## config.mk

```make
export PLATFORM = sky130hd
export DESIGN_NAME = dma_mc
export DESIGN_NICKNAME = d
export VERILOG_FILES = /design/src/rtl/dma_mc_pkg.sv /design/src/rtl/dma_mc_rr_arbiter.sv /design/src/rtl/dma_mc.sv
export SDC_FILE = /design/constraint.sdc
export NUM_CORES = 1
export LEC_CHECK = 0
export ABC_AREA = 1
export CAP_MARGIN = 15
export CORE_MARGIN = 10
export CORE_UTILIZATION = 45
export CTS_CLUSTER_DIAMETER = 60
export CTS_CLUSTER_SIZE = 28
export DETAILED_ROUTE_END_ITERATION = 16
export GPL_TIMING_DRIVEN = 0
export PLACE_DENSITY = 0.67
export SLEW_MARGIN = 20
export SYNTH_ARGS = -nofsm -noshare
export SYNTH_HDL_FRONTEND = slang
export SYNTH_SLANG_ARGS = --single-unit
```

## constraint.sdc

```tcl
create_clock -name clk -period 3.69 [get_ports clk]
set_input_delay 0.369 -clock clk [delete_from_list [all_inputs] [get_ports clk]]
set_output_delay 0.369 -clock clk [all_outputs]
set_load 0.05 [all_outputs]
```

## src/rtl/dma_mc_pkg.sv

```systemverilog
// ============================================================
// dma_mc_pkg : shared state encoding and default widths
// rev 1.0
// ============================================================
`default_nettype none

package dma_mc_pkg;

    typedef enum logic [2:0] {
        IDLE = 3'd0,
        ARB  = 3'd1,
        RD   = 3'd2,
        CAP  = 3'd3,
        WR   = 3'd4
    } state_t;

    localparam int DEF_DATA_W = 10;
    localparam int DEF_ADDR_W = 14;
    localparam int DEF_CH_N   = 4;
    localparam int DEF_LEN_W  = 8;

    // A single channel still needs a 1-bit index.
    function automatic int idx_width(input int n);
        return (n > 1) ? $clog2(n) : 1;
    endfunction

endpackage

`default_nettype wire

```

## src/rtl/dma_mc_rr_arbiter.sv

```systemverilog
// ============================================================
// rr_arbiter : combinational round-robin pick after last_grant
// rev 1.0
// ============================================================
`default_nettype none

module rr_arbiter #(
    parameter int N     = 4,
    parameter int IDX_W = 2
) (
    input  logic [N-1:0]     req,
    input  logic [IDX_W-1:0] last_grant,
    output logic [N-1:0]     grant,
    output logic [IDX_W-1:0] grant_idx
);

    int               w_j;
    logic [IDX_W-1:0] w_pos;
    logic             w_found;

    always_comb begin
        grant     = '0;
        grant_idx = '0;
        w_found   = 1'b0;
        w_j       = 0;
        w_pos     = '0;
        for (int k = 1; k <= N; k++) begin
            w_j = int'(last_grant) + k;
            if (w_j >= N) begin
                w_j = w_j - N;
            end
            w_pos = IDX_W'(w_j);
            if (!w_found && req[w_pos]) begin
                w_found      = 1'b1;
                grant[w_pos] = 1'b1;
                grant_idx    = w_pos;
            end
        end
    end

endmodule

`default_nettype wire

```

## src/rtl/dma_mc.sv

```systemverilog
// ============================================================
// dma_mc : multi-channel word-interleaved DMA, CPU has priority
// rev 1.0
// ============================================================
`default_nettype none

module dma_mc
    import dma_mc_pkg::*;
#(
    parameter int DATA_W = DEF_DATA_W,
    parameter int ADDR_W = DEF_ADDR_W,
    parameter int CH_N   = DEF_CH_N,
    parameter int LEN_W  = DEF_LEN_W
) (
    input  logic                 clk,
    input  logic                 rst,
    input  logic [CH_N-1:0]      ch_start,
    input  logic [CH_N*ADDR_W-1:0] ch_src,
    input  logic [CH_N*ADDR_W-1:0] ch_dst,
    input  logic [CH_N*LEN_W-1:0]  ch_len,
    input  logic [CH_N-1:0]      ch_fixsrc,
    output logic [CH_N-1:0]      ch_busy,
    output logic [CH_N-1:0]      ch_done,
    input  logic                 cpu_req,
    output logic                 cpu_grant,
    output logic [ADDR_W-1:0]    ram_addr,
    output logic                 ram_read,
    output logic                 ram_write,
    output logic [DATA_W-1:0]    ram_wdata,
    input  logic [DATA_W-1:0]    ram_rdata
);

    localparam int IDX_W = idx_width(CH_N);

    state_t            r_state, w_next;
    logic [IDX_W-1:0]  r_sel, r_last, w_arb_idx;
    logic [CH_N-1:0]   r_sel_oh, w_arb_oh, w_busy, w_zdone, w_wr_en, w_fin, w_remain;
    logic [DATA_W-1:0] r_buf;
    logic              r_grant;
    logic              w_last_word;
    logic [ADDR_W-1:0] w_src [CH_N];
    logic [ADDR_W-1:0] w_dst [CH_N];
    logic [LEN_W-1:0]  w_len [CH_N];

    assign w_wr_en     = (r_state == WR) ? r_sel_oh : '0;
    assign w_last_word = (w_len[r_sel] == LEN_W'(1));
    assign w_fin       = w_last_word ? w_wr_en : '0;
    assign w_remain    = w_busy & ~w_fin;

    for (genvar i = 0; i < CH_N; i++) begin : g_ch
        logic [ADDR_W-1:0] r_src, r_dst;
        logic [LEN_W-1:0]  r_len;
        logic              r_fix, r_busy, r_zdone;
        logic [LEN_W-1:0]  w_len_in;
        logic              w_start_ok;

        assign w_len_in   = ch_len[i*LEN_W +: LEN_W];
        assign w_start_ok = ch_start[i] && !r_busy && (w_len_in != '0);

        always_ff @(posedge clk or negedge rst) begin
            if (!rst) begin
                r_src   <= '0;
                r_dst   <= '0;
                r_len   <= '0;
                r_fix   <= 1'b0;
                r_busy  <= 1'b0;
                r_zdone <= 1'b0;
            end else begin
                // A zero-length start completes immediately without ever going busy.
                r_zdone <= ch_start[i] && !r_busy && (w_len_in == '0);
                if (w_start_ok) begin
                    r_src  <= ch_src[i*ADDR_W +: ADDR_W];
                    r_dst  <= ch_dst[i*ADDR_W +: ADDR_W];
                    r_len  <= w_len_in;
                    r_fix  <= ch_fixsrc[i];
                    r_busy <= 1'b1;
                end else if (w_wr_en[i]) begin
                    r_dst <= r_dst + ADDR_W'(1);
                    if (!r_fix) begin
                        r_src <= r_src + ADDR_W'(1);
                    end
                    r_len <= r_len - LEN_W'(1);
                    if (r_len == LEN_W'(1)) begin
                        r_busy <= 1'b0;
                    end
                end
            end
        end

        assign w_src[i]   = r_src;
        assign w_dst[i]   = r_dst;
        assign w_len[i]   = r_len;
        assign w_busy[i]  = r_busy;
        assign w_zdone[i] = r_zdone;
    end

    rr_arbiter #(
        .N     (CH_N),
        .IDX_W (IDX_W)
    ) u_arb (
        .req        (w_busy),
        .last_grant (r_last),
        .grant      (w_arb_oh),
        .grant_idx  (w_arb_idx)
    );

    always_comb begin
        w_next    = r_state;
        ram_read  = 1'b0;
        ram_write = 1'b0;
        ram_addr  = '0;
        ram_wdata = '0;
        case (r_state)
            IDLE: if (!cpu_req && (|w_busy)) w_next = ARB;
            ARB:  w_next = cpu_req ? IDLE : RD;
            RD: begin
                ram_read = 1'b1;
                ram_addr = w_src[r_sel];
                w_next   = CAP;
            end
            CAP:  w_next = WR;
            WR: begin
                ram_write = 1'b1;
                ram_addr  = w_dst[r_sel];
                ram_wdata = r_buf;
                w_next    = (|w_remain) ? ARB : IDLE;
            end
            default: w_next = IDLE;
        endcase
    end

    always_ff @(posedge clk or negedge rst) begin
        if (!rst) begin
            r_state  <= IDLE;
            r_sel    <= '0;
            r_sel_oh <= '0;
            r_last   <= IDX_W'(CH_N - 1);
            r_buf    <= '0;
            r_grant  <= 1'b0;
        end else begin
            r_state <= w_next;
            // Grant tracks the IDLE state so it can never overlap a RAM strobe.
            r_grant <= (w_next == IDLE) && cpu_req;
            if ((r_state == ARB) && !cpu_req) begin
                r_sel    <= w_arb_idx;
                r_sel_oh <= w_arb_oh;
            end
            if (r_state == CAP) begin
                r_buf <= ram_rdata;
            end
            if (r_state == WR) begin
                r_last <= r_sel;
            end
        end
    end

    assign cpu_grant = r_grant;
    assign ch_busy   = w_busy;
    assign ch_done   = w_zdone | w_fin;

endmodule

`default_nettype wire
```

==> results.json <==
{
  "slew_violations": 0,
  "start_kind": "flip-flop",
  "path_clk_slew_ns": 0.07,
  "dp.cells": 2066,
  "insertion_delay_ns": 0.45,
  "stdcell_count": 2099,
  "gp_congestion": 0.983,
  "antenna_left": 0,
  "critPathKind": "reg2out",
  "rsz0062_at_grt": "false",
  "synthArstFlopShare": 1.00,
  "dr.pass1.iters": 5,
  "drive_above_1_share": 0.0678,
  "hold_class": "in2async",
  "dpl.hpwl_um": 31600,
  "ys_seq_elements": 178,
  "syn_to_final_growth_pct": 26.6,
  "die_height_um": 180,
  "root_buffer": "clkbuf_16",
  "cp_cell_sequence": "inv_1, buf_2, clkbuf_1, o21ai_0, o21ai_0, a21o_1, clkdlybuf4s50_1",
  "track_usage": 0.242,
  "ir_worst_vdd_mv": 0.342,
  "port-buffer-count": 199,
  "crit_fanout": 10,
  "skew_ns": 0.0142,
  "grt_max_degree": 76,
  "ys_warn_count": 0,
  "dieArea_um2": 32300,
  "avgSynthCellArea_um2": 7.49,
  "cp-end-kind": "output pin",
  "fin_nets": 1945,
  "synth_area_leader_cell": "dfrtp_1",
  "setup_viol": 0,
  "cts_sinks": 178,
  "grt_pass1_wl_um": 64000,
  "synth_edf_count": 0,
  "maxCapViolations": 0,
  "vias": 11604,
  "netlist.area_leader.share": 0.383,
  "cts_made_buffers": 17,
  "drtIter0Drc": 947,
  "reg2reg_to": "r_sel_oh[1]$_DFFE_PN0P_",
  "die_w_um": 180,
  "slew_headroom": 0.570,
  "worstMarginPinSlew_ns": 0.645,
  "clock_path_buffers": 2,
  "io_pins": 200,
  "antenna_cells": 0,
  "synth_top_flop_cell": "dfrtp_1",
  "netlist_top_cells_area": "dfrtp_1, nand2_1, a21oi_1",
  "gr-total-overflow": 0,
  "fin_crit_ns": 3.56,
  "syn-num-nets": 1724,
  "rows": 58,
  "synth.distinct_cells": 54,
  "wl_per_cell_um": 19.0,
  "grt_pass1_vias": 11601,
  "cts_tree": "yes",
  "initial_core_util": 0.457,
  "finalHoldViolCount": 0,
  "syn_inst": 1535,
  "max_stage_delay_ns": 0.82,
  "critPathRequiredTime_ns": 3.32,
  "fin_crit_sh": 0.964,
  "antenna_found_initial": 0,
  "h-tree-depth": 4,
  "critPathArrivalTime_ns": 3.19,
  "rrSetupSlack_ns": 1.26,
  "coreArea_um2": 25200,
  "timing.hold.ws_ns": 0.418,
  "p_per_area_nw_per_um2": 637,
  "r2r_cells": 11,
  "synthesis.area_um2": 11500,
  "crit-reg2reg-launch": "r_last[0]$_DFFE_PN1N_",
  "p_total_mw": 9.27,
  "post_cts_buffers": 0,
  "status": "finished, final reports clean",
  "cp_slowest_cell": "clkdlybuf4s50_1",
  "viasPerCell": 5.53,
  "drc": 0,
  "max_freq_mhz": 281,
  "cpMostUsedCell": "o21ai_0",
  "ys_seq_area_frac": 0.388,
  "leakage_nw": 6.38,
  "routed_wl_um": 39900
}
[cells in the mapped netlist, types with 2 or more instances]
cell,number
o22ai_1,15
nand3_2,2
a21o_1,11
nor3_1,23
nand2_4,5
nand4_1,28
o21ai_0,131
a31oi_1,14
inv_6,4
inv_1,129
or2_1,2
nand3b_1,4
o311ai_0,5
dfstp_2,2
a21oi_1,143
o21ai_1,22
clkbuf_1,32
nor3_2,3
buf_6,5
inv_4,6
buf_1,7
nand2_2,4
nor2_8,5
nand3_1,88
o221ai_1,16
nor2_1,169
o211ai_1,27
a22oi_1,5
inv_2,5
a211oi_1,2
ha_1,24
buf_4,8
xnor2_1,20
o21a_1,2
nor4_1,4
xor2_1,58
buf_2,17
nand2_1,287
nor2_2,5
dfrtp_1,176
or2_2,7
[sequential cells by signal (all words and copies together), names as in the netlist]
signal and flops:
g_ch.r_busy 4, g_ch.r_zdone 4, g_ch.r_fix 4, g_ch.r_dst 56
r_last 2, r_buf 10, cpu_grant 1, r_sel 2
g_ch.r_len 32, r_state 3, g_ch.r_src 56, r_sel_oh 4
[worst max-delay path, delay by kind of cell (launching register included)]
family / cells / cell delay, ns
AO/OA/AOI/OAI: 3 / 0.57
flip-flops: 1 / 0.54
buffers and inverters: 4 / 1.64
[how the worst max path moves through the flow]
stage                                               to            startpoint  slack [ns]  cells after the start
after floorplan                            ram_addr[0]  r_state[2]$_DFF_PN0_        1.13                      7
after global placement    g_ch[3].r_len[3]$_DFFE_PN0P_                   rst       -5.54                      1
after detailed placement                   ram_addr[3]  r_sel[0]$_DFFE_PN0P_        0.38                      8
after CTS                                  ram_addr[3]  r_sel[0]$_DFFE_PN0P_        0.10                      8
after global routing                       ram_addr[2]  r_state[2]$_DFF_PN0_        0.02                      8
final                                     ram_addr[12]  r_sel[0]$_DFFE_PN0P_        0.13                      7
[kinds of logic (layout without fill, tap and decap cells)]
logic type / after synthesis / count (layout) / synth area share
simple gates: 641 / 641 / 0.249
compound gates: 401 / 401 / 0.197
buf+inv: 213 / 447 / 0.0803
flops: 178 / 178 / 0.388
xor+xnor: 78 / 78 / 0.0594
fa+ha+maj: 24 / 24 / 0.0261
[layer usage]
metal,vias up,wire [um],global-route usage
li1,5631,-,-
met1,5609,17900,0.320
met2,333,19300,0.405
met3,31,2100,0.0432
met4,0,574,0.0473
met5,-,0,0
[stage by stage]
stage               area, um^2  utilization  setup WS (ns)  setup TNS (ns)
detailed placement       14000        0.554          0.376               0
global placement         13900        0.552          -5.54         -976.01
global route             14600        0.578         0.0218               0
CTS                      14600        0.578          0.103               0
floorplan                11500            -           1.13               0
finish                   14600        0.578          0.134               0
[layout by cell type (no fill, tap or decap), types with 6 or more instances in the layout]
master	instances
nand4_1	28
inv_4	6
clkbuf_1	32
nor2_2	6
nand3_1	88
clkbuf_16	17
nor3_1	23
buf_1	7
inv_6	8
xnor2_1	20
inv_1	129
buf_4	8
a31oi_1	14
o221ai_1	16
a21oi_1	143
buf_2	17
o22ai_1	15
ha_1	24
nor2_1	168
a21o_1	11
o211ai_1	27
clkdlybuf4s50_1	195
nand2_1	287
o21ai_0	131
or2_2	7
xor2_1	58
dfrtp_1	175
o21ai_1	22
[cell type report]
class                      count  area (um^2)
multi-input combinational   1144         6120
sequential                   178         4460
clock inverter                14          138
timing repair buffer         202         2070
buffer                        69          348
tap                          330          413
inverter                     144          576
clock buffer                  18          439
fill                        2393        10600
[where the power goes]
part	leakage (nW)	internal, mW	switching [mW]
Combinational	4.05	1.54	2.60
Sequential	2.05	2.59	0.741
Clock	0.279	0.916	0.889
Total	6.38	5.04	4.23
[what timing repair did]
action                                 4_1_cts  5_1_grt
hold buffers                                 1        0
setup endpoints to repair                    2        3
resized for setup                            2        3
pin swaps                                    0        0
endpoints found under the hold margin       47        0
Note: power is estimated with default switching activity, not from simulation.
